--- config.mk ---
export PLATFORM = sky130hd
export DESIGN_NAME = word_serializer_flat
export DESIGN_NICKNAME = d
export VERILOG_FILES = /design/src/rtl/word_serializer_pkg.sv /design/src/rtl/word_serializer_if.sv /design/src/rtl/word_serializer_bit_counter.sv /design/src/rtl/word_serializer.sv /design/src/flat_wrapper.sv
export SDC_FILE = /design/constraint.sdc
export NUM_CORES = 1
export LEC_CHECK = 0
export CAP_MARGIN = 20
export CORE_MARGIN = 2
export CORE_UTILIZATION = 54
export CTS_BUF_LIST = sky130_fd_sc_hd__clkbuf_8
export DETAILED_ROUTE_END_ITERATION = 8
export GPL_TIMING_DRIVEN = 0
export PLACE_DENSITY = 0.82
export REMOVE_ABC_BUFFERS = 1
export SLEW_MARGIN = 40
export SYNTH_ARGS = -nofsm -noshare
export SYNTH_HDL_FRONTEND = slang
export SYNTH_SLANG_ARGS = --single-unit
--- constraint.sdc ---
create_clock -name __clk -period 2.75 [get_ports __clk]
set_clock_uncertainty 0.2 [all_clocks]
set_input_delay 0.825 -clock __clk [delete_from_list [all_inputs] [get_ports __clk]]
set_output_delay 0.825 -clock __clk [all_outputs]
set_load 0.01 [all_outputs]
--- src/rtl/word_serializer_pkg.sv ---
// ser_pkg: shared FSM encoding and default word width for the word serializer
package ser_pkg;
  typedef enum logic {SER_IDLE, SER_SHIFT} ser_state_e;
  localparam int SER_WORD_W = 16;
endpackage

--- src/rtl/word_serializer_if.sv ---
// word_serializer_if: word-side valid/ready input, bit-side valid/ready output with last marker, busy flag
interface word_serializer_if
  import ser_pkg::*;
#(
  parameter int WIDTH = SER_WORD_W
);
  logic [WIDTH-1:0] __word_i;
  logic __word_valid_i, __word_ready_o;
  logic __bit_o, __bit_valid_o, __bit_ready_i, __bit_last_o, __busy_o;
  modport master (
    output __word_i, __word_valid_i, __bit_ready_i,
    input  __word_ready_o, __bit_o, __bit_valid_o, __bit_last_o, __busy_o
  );
  modport slave (
    input  __word_i, __word_valid_i, __bit_ready_i,
    output __word_ready_o, __bit_o, __bit_valid_o, __bit_last_o, __busy_o
  );
endinterface

--- src/rtl/word_serializer_bit_counter.sv ---
// ser_bit_counter: modulo-WIDTH beat counter (clk, async low reset rst_n, inc, clr) flagging the final position via at_max
module ser_bit_counter #(
  parameter int WIDTH = 16
) (
  input  logic clk,
  input  logic rst_n,
  input  logic inc,
  input  logic clr,
  output logic at_max
);
  localparam int CW = $clog2(WIDTH);
  logic [CW-1:0] cnt;
  assign at_max = cnt == CW'(WIDTH - 1);
  always_ff @(posedge clk or negedge rst_n)
    if (!rst_n) cnt <= '0;
    else if (clr) cnt <= '0;
    else if (inc) cnt <= at_max ? '0 : cnt + CW'(1);
endmodule

--- src/rtl/word_serializer.sv ---
// word_serializer: parallel-to-serial stage (__clk, async low __arst_n, bus = word in / serial bit out handshake)
module word_serializer
  import ser_pkg::*;
#(
  parameter int WIDTH     = SER_WORD_W,
  parameter int LSB_FIRST = 0
) (
  input  logic                 __clk,
  input  logic                 __arst_n,
  word_serializer_if.slave     bus
);
  ser_state_e state;
  logic [WIDTH-1:0] sreg;
  logic beat, last_beat, acc, at_max;
  assign beat = bus.__bit_valid_o & bus.__bit_ready_i;
  assign last_beat = beat & at_max;
  assign acc = bus.__word_valid_i & bus.__word_ready_o;
  assign bus.__word_ready_o = (state == SER_IDLE) | last_beat;
  assign bus.__bit_valid_o = state == SER_SHIFT;
  assign bus.__busy_o = state == SER_SHIFT;
  assign bus.__bit_o = bus.__bit_valid_o & (LSB_FIRST != 0 ? sreg[0] : sreg[WIDTH-1]);
  assign bus.__bit_last_o = bus.__bit_valid_o & at_max;
  // Held at zero while idle, so every frame starts counting from bit 0.
  ser_bit_counter #(.WIDTH(WIDTH)) u_cnt (
    .clk    (__clk),
    .rst_n  (__arst_n),
    .inc    (beat),
    .clr    (state == SER_IDLE),
    .at_max (at_max)
  );
  // acc while shifting only happens on last_beat, which makes the reload path back-to-back.
  always_ff @(posedge __clk or negedge __arst_n)
    if (!__arst_n) begin
      state <= SER_IDLE;
      sreg  <= '0;
    end else if (acc) begin
      state <= SER_SHIFT;
      sreg  <= bus.__word_i;
    end else if (last_beat) state <= SER_IDLE;
    else if (beat) sreg <= LSB_FIRST != 0 ? sreg >> 1 : sreg << 1;
endmodule

--- src/flat_wrapper.sv ---
// flat-port wrapper written by rule: the top's interface ports become plain ports
module word_serializer_flat import ser_pkg::*;
#(
  parameter int WIDTH     = SER_WORD_W,
  parameter int LSB_FIRST = 0
)
  (__clk, __arst_n, bus___word_i, bus___word_valid_i, bus___bit_ready_i, bus___word_ready_o, bus___bit_o, bus___bit_valid_o, bus___bit_last_o, bus___busy_o);
  word_serializer_if #(.WIDTH(WIDTH)) bus_i ();
  input  logic __clk;
  input  logic __arst_n;
  input wire logic [$bits(bus_i.__word_i)-1:0] bus___word_i;
  input wire logic [$bits(bus_i.__word_valid_i)-1:0] bus___word_valid_i;
  input wire logic [$bits(bus_i.__bit_ready_i)-1:0] bus___bit_ready_i;
  output wire logic [$bits(bus_i.__word_ready_o)-1:0] bus___word_ready_o;
  output wire logic [$bits(bus_i.__bit_o)-1:0] bus___bit_o;
  output wire logic [$bits(bus_i.__bit_valid_o)-1:0] bus___bit_valid_o;
  output wire logic [$bits(bus_i.__bit_last_o)-1:0] bus___bit_last_o;
  output wire logic [$bits(bus_i.__busy_o)-1:0] bus___busy_o;
  assign bus_i.__word_i = bus___word_i;
  assign bus_i.__word_valid_i = bus___word_valid_i;
  assign bus_i.__bit_ready_i = bus___bit_ready_i;
  assign bus___word_ready_o = bus_i.__word_ready_o;
  assign bus___bit_o = bus_i.__bit_o;
  assign bus___bit_valid_o = bus_i.__bit_valid_o;
  assign bus___bit_last_o = bus_i.__bit_last_o;
  assign bus___busy_o = bus_i.__busy_o;
  word_serializer #(.WIDTH(WIDTH), .LSB_FIRST(LSB_FIRST)) u_core (.__clk(__clk), .__arst_n(__arst_n), .bus(bus_i));
endmodule
* Word-level counts from Yosys, hierarchy flattened
Index checks and enable logic that the tools add are counted.
W data, S select, Z words.
** Word-level totals
- Register bits after elaboration :: 21
- Output and inout bits :: 5
- Input bits :: 20
** Operators by class
- Muxes and demuxes :: 8
- Equal/unequal tests :: 3
- Bitwise logic cells :: 7
- Reductions and logical operators :: 3
- Add/sub/neg operators :: 1
** Operators by type and width (number)
- $mux W16 :: 3
- $mux W4 :: 3
- $and A1 B1 Y1 :: 5
- $add A4 B1 Y4 const B :: 1
- $eq A4 B4 Y1 const B :: 1
- $ne A2 B2 Y1 const B :: 2
- $reduce_bool A2 Y1 :: 2
- $mux W1 :: 2
- $reduce_and A2 Y1 :: 1
- $not A1 Y1 :: 1
- $or A1 B1 Y1 :: 1

* Logic depth before layout (Yosys ltp)
Gate-level depths: netlist (run 1).
- Depth in word-level cells :: 6
- Mapped depth :: 6
- Gate-level depth less buffers :: 4

* Modules after synthesis
A second synthesis (run 1) with hierarchy kept.
** Second synthesis, totals
- Cell total of the unflattened synthesis :: 121
- Area total of the unflattened synthesis :: 1146.1 µm²
** Modules (own cells, without submodules)
- word_serializer :: area each 939.7 µm², cells each 101, sequential area each 425.4 µm², times used 1
- ser_bit_counter :: area each 206.4 µm², cells each 20, sequential area each 100.1 µm², times used 1

* Worst setup path before layout (run 1)
Ideal clock, no wire load.
- Path type :: register to output
- Start point :: register u_core.u_cnt.cnt[0]
- End point :: output bus___word_ready_o
- Slack :: 477 ps
- Buffers on the path :: 2
- Arrival :: 1248 ps
- Cell stages (with the launch flop) :: 7
- Data required time :: 1725 ps
- Cells stage by stage :: dfrtp_1 -> ha_1 -> and3_4 -> buf_6 -> buf_2 -> nand2_1 -> nand2_1
** On the way
- Word-level cells in the longest chain between the ends :: 3
** Ends and longest elaborated chain
- start, declared :: line word_serializer_bit_counter.sv:12 : logic [CW-1:0] cnt;
- start signal, assigned :: line word_serializer_bit_counter.sv:17 : else if (inc) cnt <= at_max ? '0 : cnt + CW'(1);
- $eq A4 B4 Y1 :: line word_serializer_bit_counter.sv:13 : assign at_max = cnt == CW'(WIDTH - 1);
- $and A1 B1 Y1 :: line word_serializer.sv:16 : assign last_beat = beat & at_max;
- $or A1 B1 Y1 :: line word_serializer.sv:18 : assign bus.__word_ready_o = (state == SER_IDLE) | last_beat;
- end, declared :: line flat_wrapper.sv:14 : output wire logic [$bits(bus_i.__word_ready_o)-1:0] bus___word_ready_o;
No other way between the ends.

* Worst setup path in the final report (run 1)
- Start point :: input bus___word_valid_i
- End point :: register u_core.sreg[12]
** On the way
- Word-level cells in the longest chain between the ends :: 3
- Elaborated cells on any way between the ends :: 5
** Ends and longest elaborated chain
- start, declared :: line flat_wrapper.sv:12 : input wire logic [$bits(bus_i.__word_valid_i)-1:0] bus___word_valid_i;
- $and A1 B1 Y1 (*) :: line word_serializer.sv:17 : assign acc = bus.__word_valid_i & bus.__word_ready_o;
- $ne A2 B2 Y1 (no line) / $reduce_bool A2 Y1 (equally long branches)
- $reduce_and A2 Y1 (no line)
- end signal, assigned :: line word_serializer.sv:38 : sreg <= bus.__word_i;
- end signal, assigned :: line word_serializer.sv:40 : else if (beat) sreg <= LSB_FIRST != 0 ? sreg >> 1 : sreg << 1;
- end, declared :: line word_serializer.sv:13 : logic [WIDTH-1:0] sreg;
Mark *: on every way between the ends. The rest lies on a longest branch, timed or not.
A chain may end at the register's enable or synchronous reset.

==> results of run 1 <==
[registers in the layout (all words and copies together) (netlist names)]
signal	flops
u_core.u_cnt.cnt	4
u_core.sreg	16
u_core.bus.__bit_valid_o	1
[worst paths after layout]
check,endpoint,slack (ns),depth (start not counted)
min in group __clk,u_core.sreg[13]$_DFFE_PN0P_,0.35,2
worst min-delay path,u_core.sreg[9]$_DFFE_PN0P_,0.31,1
worst max register to register,u_core.sreg[12]$_DFFE_PN0P_,0.30,4
worst max-delay path,u_core.sreg[12]$_DFFE_PN0P_,0.17,4
worst min register to register,u_core.sreg[13]$_DFFE_PN0P_,0.35,2
max in group asynchronous,u_core.sreg[2]$_DFFE_PN0P_,1.72,1
[cell families after synthesis]
group                    after synthesis  share of synthesized area [%]
adder cells (fa/ha/maj)                1                          0.890
buffers and inverters                 25                           9.26
XOR/XNOR                               1                          0.623
multiplexers                           1                          0.712
AND/OR/NAND/NOR                       65                           22.7
flip-flops                            21                           37.4
AO/OA/AOI/OAI                         23                           28.4
[metal layers]
layer  vias up  share of wire, %  GRT usage (%)
met5         -                 0              0
met4         0              0.77           6.10
met3         4               5.1           5.65
met2        31                53           39.5
met1       559                41           24.9
li1        529                 -              -
[stage by stage]
stage	cells	setup WS [ns]
2_1_floorplan	127	0.448
3_3_place_gp	181	-0.504
3_5_place_dp	181	-0.565
4_1_cts	188	0.0452
5_1_grt	191	0.0283
6_report	191	0.172
[layout make-up]
| type | instances | area (µm²) |
|---|---|---|
| clock buffer | 3 | 41.3 |
| tap | 30 | 37.5 |
| multi-input combinational | 91 | 752 |
| sequential | 21 | 526 |
| fill | 204 | 777 |
| clock inverter | 1 | 3.75 |
| timing repair buffer | 30 | 284 |
| inverter | 15 | 56.3 |
[cell usage after synthesis, drive strengths merged]
master | instances | area, µm²
nor3 | 30 | 150
dfrtp | 21 | 526
a2111oi | 15 | 325
inv | 15 | 56.3
nor2 | 15 | 56.3
buf | 7 | 61.3
nand2 | 7 | 26.3
nand2b | 4 | 25.0
and2 | 3 | 18.8
clkbuf | 3 | 12.5
a21boi | 2 | 15.0
nor2b | 2 | 12.5
a21o | 1 | 7.51
a21oi | 1 | 5.00
a2bb2oi | 1 | 26.3
a31oi | 1 | 6.26
and3 | 1 | 11.3
ha | 1 | 12.5
mux2i | 1 | 10.0
nand3 | 1 | 5.00
nand3b | 1 | 7.51
o21ai | 1 | 5.00
o2bb2ai | 1 | 8.76
or3 | 1 | 6.26
xnor2 | 1 | 8.76
[timing repair]
action	CTS	global route
hold endpoints to repair	0	0
endpoints found under the setup margin	17	1
setup buffers	3	2
gates resized for setup	7	1
pin swaps	1	1
[power by group through the flow]
stage                     sequential [µW]  combinational [µW]  clock (µW)
final                                 467                 460         201
after global routing                  479                 504         217
after CTS                             467                 432         203
after detailed placement              479                 404           0
after global placement                470                 385           0
after floorplan                       460                 301           0
[cells in the final DEF (no fill, tap or decap), types with 2 or more instances in the layout]
master,netlist,layout
buf_4,2,5
nand2_1,7,7
clkbuf_8,0,3
a2111oi_4,10,10
a21boi_0,2,2
and2_1,3,3
nor3_1,30,30
dfrtp_1,21,21
nor2_1,15,15
inv_1,15,16
buf_2,3,2
nor2b_1,2,2
nand2b_1,4,4
a2111oi_0,4,4
clkdlybuf4s50_1,0,20
==> flow_summary.yaml, run 1 <==
setup_path:
  crit_start: "bus___word_valid_i"
  slowest_delay_ns: 0.53
  critical_path_required_ns: 2.65
  critPathKind: "in -> reg"
  worstPathMaxFanout: 15
  arrival_ns: 2.48
  r2r_start: "u_core.bus.__bit_valid_o$_DFFE_PN0P_"
  slowest_stage: "a2111oi_0"
  crit_path_cell_trace: "clkdlybuf4s50_1, nand2b_1, nor2_1, a2111oi_0"
  worstSetupEndpointType: "flip-flop"
  path_buf_inv: 1
  critPathLaunchType: "input pin"
  critical_path.top_delay_family: "simple AND/OR/NAND/NOR gates"
global_routing:
  grt_max_degree: 22
  grt_antenna_before_repair: 0
  gr-total-overflow: 0
  track_usage_pct: 21.7
  grt_pass1_wl_um: 4650
  grt_pass1_vias: 1065
layout:
  post-route-util_pct: 68.6
  stdcell_area_mm2: 0.00170
  drive_gt1_share_pct: 15.5
  area_growth_pct: 21.0
  num_antenna_cells: 0
  nets: 183
floorplanning:
  pin_count: 25
  die_h_um: 55.0
  core_area_mm2: 0.00248
  start_util_pct: 56.7
  die_w_um: 55.0
  die_area_mm2: 0.00303
  rows: 18
clock_tree:
  cts_max_level: 1
  root_buffer: "clkbuf_8"
  cts_made_buffers: 3
  cts_tree: "done"
  clock-sinks: 21
  cts.path.max_buffers: 2
  holdBufCountCts: 0
  path_clk_slew_ns: 0.07
  clk_latency_ns: 0.26
logic_synthesis:
  syn-cell-area_mm2: 0.00141
  ys_types: 31
  ys_seq_area_share_pct: 37.4
  synth_area_per_cell_um2: 10.3
  ys_ff_latch: 21
  netlist_instances: 137
  yosys_warnings: 0
drt:
  post-route-drc-count: 0
  vias: 1123
  drt_iter0_drc: 21
  dr.pass1.iters: 4
  wl_um: 2980
  ant_nets: 0
  wl_per_cell_um: 15.6
  vias_per_cell: 5.88
flow_run:
  drv_cap: 0
power_and_ir_drop:
  peakVddDrop_mv: 0.448
  p_int_uw: 747
  leakage_uw: 0.000739
  switching_share_pct: 33.9
  switching_power_uw: 382
  power_uw: 1130
  comb_power_share_pct: 40.8
  powerDensity_mw_per_mm2: 664
  seqPwrFrac_pct: 41.4
  p_clk_share_pct: 17.8
status:
  outcome: "finished clean"
placement:
  dp_hpwl_um: 1980
  gp_congestion: 0.719
  postPlaceCellArea_mm2: 0.00160
  port_buffers: 24
timing:
  rsz0062_at_grt: "no"
  layout_min_cycle_time_ns: 2.58
  final.setup.tns_ns: 0
  fin_hold_ws_ns: 0.307
  fmax_ghz: 0.388
  setup_viol: 0
  hold_violations: 0
  tightestPinTransition_ns: 0.683
  drv_slew: 0
  finalCritPeriodShare_pct: 93.7
  slew_headroom_pct: 54.3
min_path:
  min_path_type: "in -> async"
Note: power is estimated with default switching activity, not from simulation.
==> run 2, diff against run 1 <==
- CORE_UTILIZATION: 54 -> 45
- HOLD_SLACK_MARGIN: default -> 0.08
- PLACE_DENSITY: 0.82 -> 0.7
==> flow_summary.yaml, run 2 (synthesis gave the netlist of run 1 again) <==
setup_path:
  worstPathMaxFanout: 14
  r2r_start: "u_core.bus.__bit_valid_o$_DFFE_PN0P_"
  worstSetupEndpointType: "output pin"
  critPathLaunchType: "flip-flop"
  r2r_setup_slack_ns: 0.38
  critPathCapture: "bus___bit_o"
  r2r-end: "u_core.sreg[12]$_DFFE_PN0P_"
  critPathKind: "reg -> out"
  critical_path_required_ns: 1.73
  r2r_cells: 4
  arrival_ns: 1.55
  crit_start: "u_core.bus.__bit_valid_o$_DFFE_PN0P_"
drt:
  drt_iter0_drc: 34
  wl_um: 2920
  dr.pass1.iters: 4
  post-route-drc-count: 0
  vias_per_cell: 5.60
  wl_per_cell_um: 15.2
  vias: 1076
  ant_nets: 0
global_routing:
  track_usage_pct: 18.3
  grt_pass1_wl_um: 4880
  grt_max_degree: 22
  grt_antenna_before_repair: 0
  grt_pass1_vias: 1067
  gr-total-overflow: 0
clock_tree:
  cts_max_level: 1
  cts_tree: "done"
  cts.path.max_buffers: 2
  holdBufCountCts: 0
  clock-sinks: 21
  path_clk_slew_ns: 0.08
  clk_latency_ns: 0.26
  cts_made_buffers: 3
  root_buffer: "clkbuf_8"
floorplanning:
  pin_count: 25
  core_area_mm2: 0.00300
  die_area_mm2: 0.00359
  die_h_um: 59.9
  rows: 20
  start_util_pct: 46.8
  die_w_um: 59.9
power_and_ir_drop:
  p_clk_share_pct: 18.5
  switching_power_uw: 379
  powerDensity_mw_per_mm2: 656
  peakVddDrop_mv: 0.370
  p_int_uw: 737
  seqPwrFrac_pct: 41.9
  comb_power_share_pct: 39.6
  switching_share_pct: 34.0
  leakage_uw: 0.000733
layout:
  area_growth_pct: 21.2
  final_cell_mix: "30 x nor3_1, 21 x dfrtp_1, 20 x clkdlybuf4s50_1"
  top_register: "u_core.sreg"
  drive_gt1_share_pct: 15.1
  final_common_cell: "nor3_1"
  multi_input_area_um2: 752
  num_antenna_cells: 0
  largest_register_ffs: 16
  ff_latch_area_um2: 526
  fillers: 279
  nets: 181
  stdcell_area_mm2: 0.00170
  post-route-util_pct: 56.7
  stdcell_count: 192
flow_run:
  drv_cap: 0
placement:
  pre_cts_slack_ns: -0.584
  port_buffers: 24
  gp_congestion: 0.717
  dp_hpwl_um: 1940
  dp_cells: 184
  postPlaceCellArea_mm2: 0.00161
timing:
  final.setup.tns_ns: 0
  finalCritPeriodShare_pct: 93.5
  slew_headroom_pct: 54.5
  tightestPinTransition_ns: 0.681
  setup_viol: 0
  drv_slew: 0
  fmax_ghz: 0.389
  final.setup.worst_slack_ns: 0.180
  hold_violations: 0
  rsz0062_at_grt: "no"
  layout_min_cycle_time_ns: 2.57
status:
  outcome: "finished clean"
min_path:
  min_path_type: "in -> async"
-- run 2: how the worst min path moves through the flow --
| stage | cells past startpoint | slack (ns) | end |
|---|---|---|---|
| after floorplan | 2 | 0.31 | u_core.sreg[15]$_DFFE_PN0P_ |
| after global placement | 2 | 0.32 | u_core.sreg[15]$_DFFE_PN0P_ |
| after detailed placement | 2 | 0.33 | u_core.sreg[15]$_DFFE_PN0P_ |
| after CTS | 1 | 0.33 | u_core.sreg[10]$_DFFE_PN0P_ |
| after global routing | 1 | 0.35 | u_core.sreg[4]$_DFFE_PN0P_ |
| final | 1 | 0.31 | u_core.sreg[10]$_DFFE_PN0P_ |
-- run 2: worst max-delay path, cell delays in order (launching register included) --
cell	delay (ns)
dfrtp_1	0.57
and2_1	0.18
clkdlybuf4s50_1	0.53
-- run 2: layout make-up --
cell class	count	area share [%]
inverters	15	3.31
well taps	33	2.42
clock buffers	3	2.42
clock inverters	1	0.294
flip-flops and latches	21	30.9
multi-input cells	91	44.2
repair buffers	28	16.5
-- run 2: timing repair --
action                     in CTS  in global routing
hold endpoints to repair        0                  0
setup endpoints to repair      17                  1
resized for setup               7                  1
setup buffers                   3                  0
-- run 2: per-stage QoR --
| stage | total power [µW] | hold WS (ns) |
|---|---|---|
| floorplan | 762 | 0.311 |
| global placement | 861 | 0.322 |
| detailed placement | 886 | 0.334 |
| CTS | 1120 | 0.326 |
| global route | 1190 | 0.349 |
| finish | 1120 | 0.313 |
-- run 2: per-layer routing --
layer	up-vias	share of wire [%]	GRT usage, %
met3	5	4.3	3.03
li1	525	-	-
met4	0	1.2	5.71
met2	27	52	32.9
met1	519	42	22.0
met5	-	0	0
-- run 2: power groups by stage --
stage | Combinational, µW | Clock [µW] | Sequential [µW]
global route | 487 | 222 | 481
CTS | 437 | 215 | 466
detailed placement | 408 | 0 | 478
finish | 442 | 207 | 468
floorplan | 301 | 0 | 460
global placement | 389 | 0 | 471
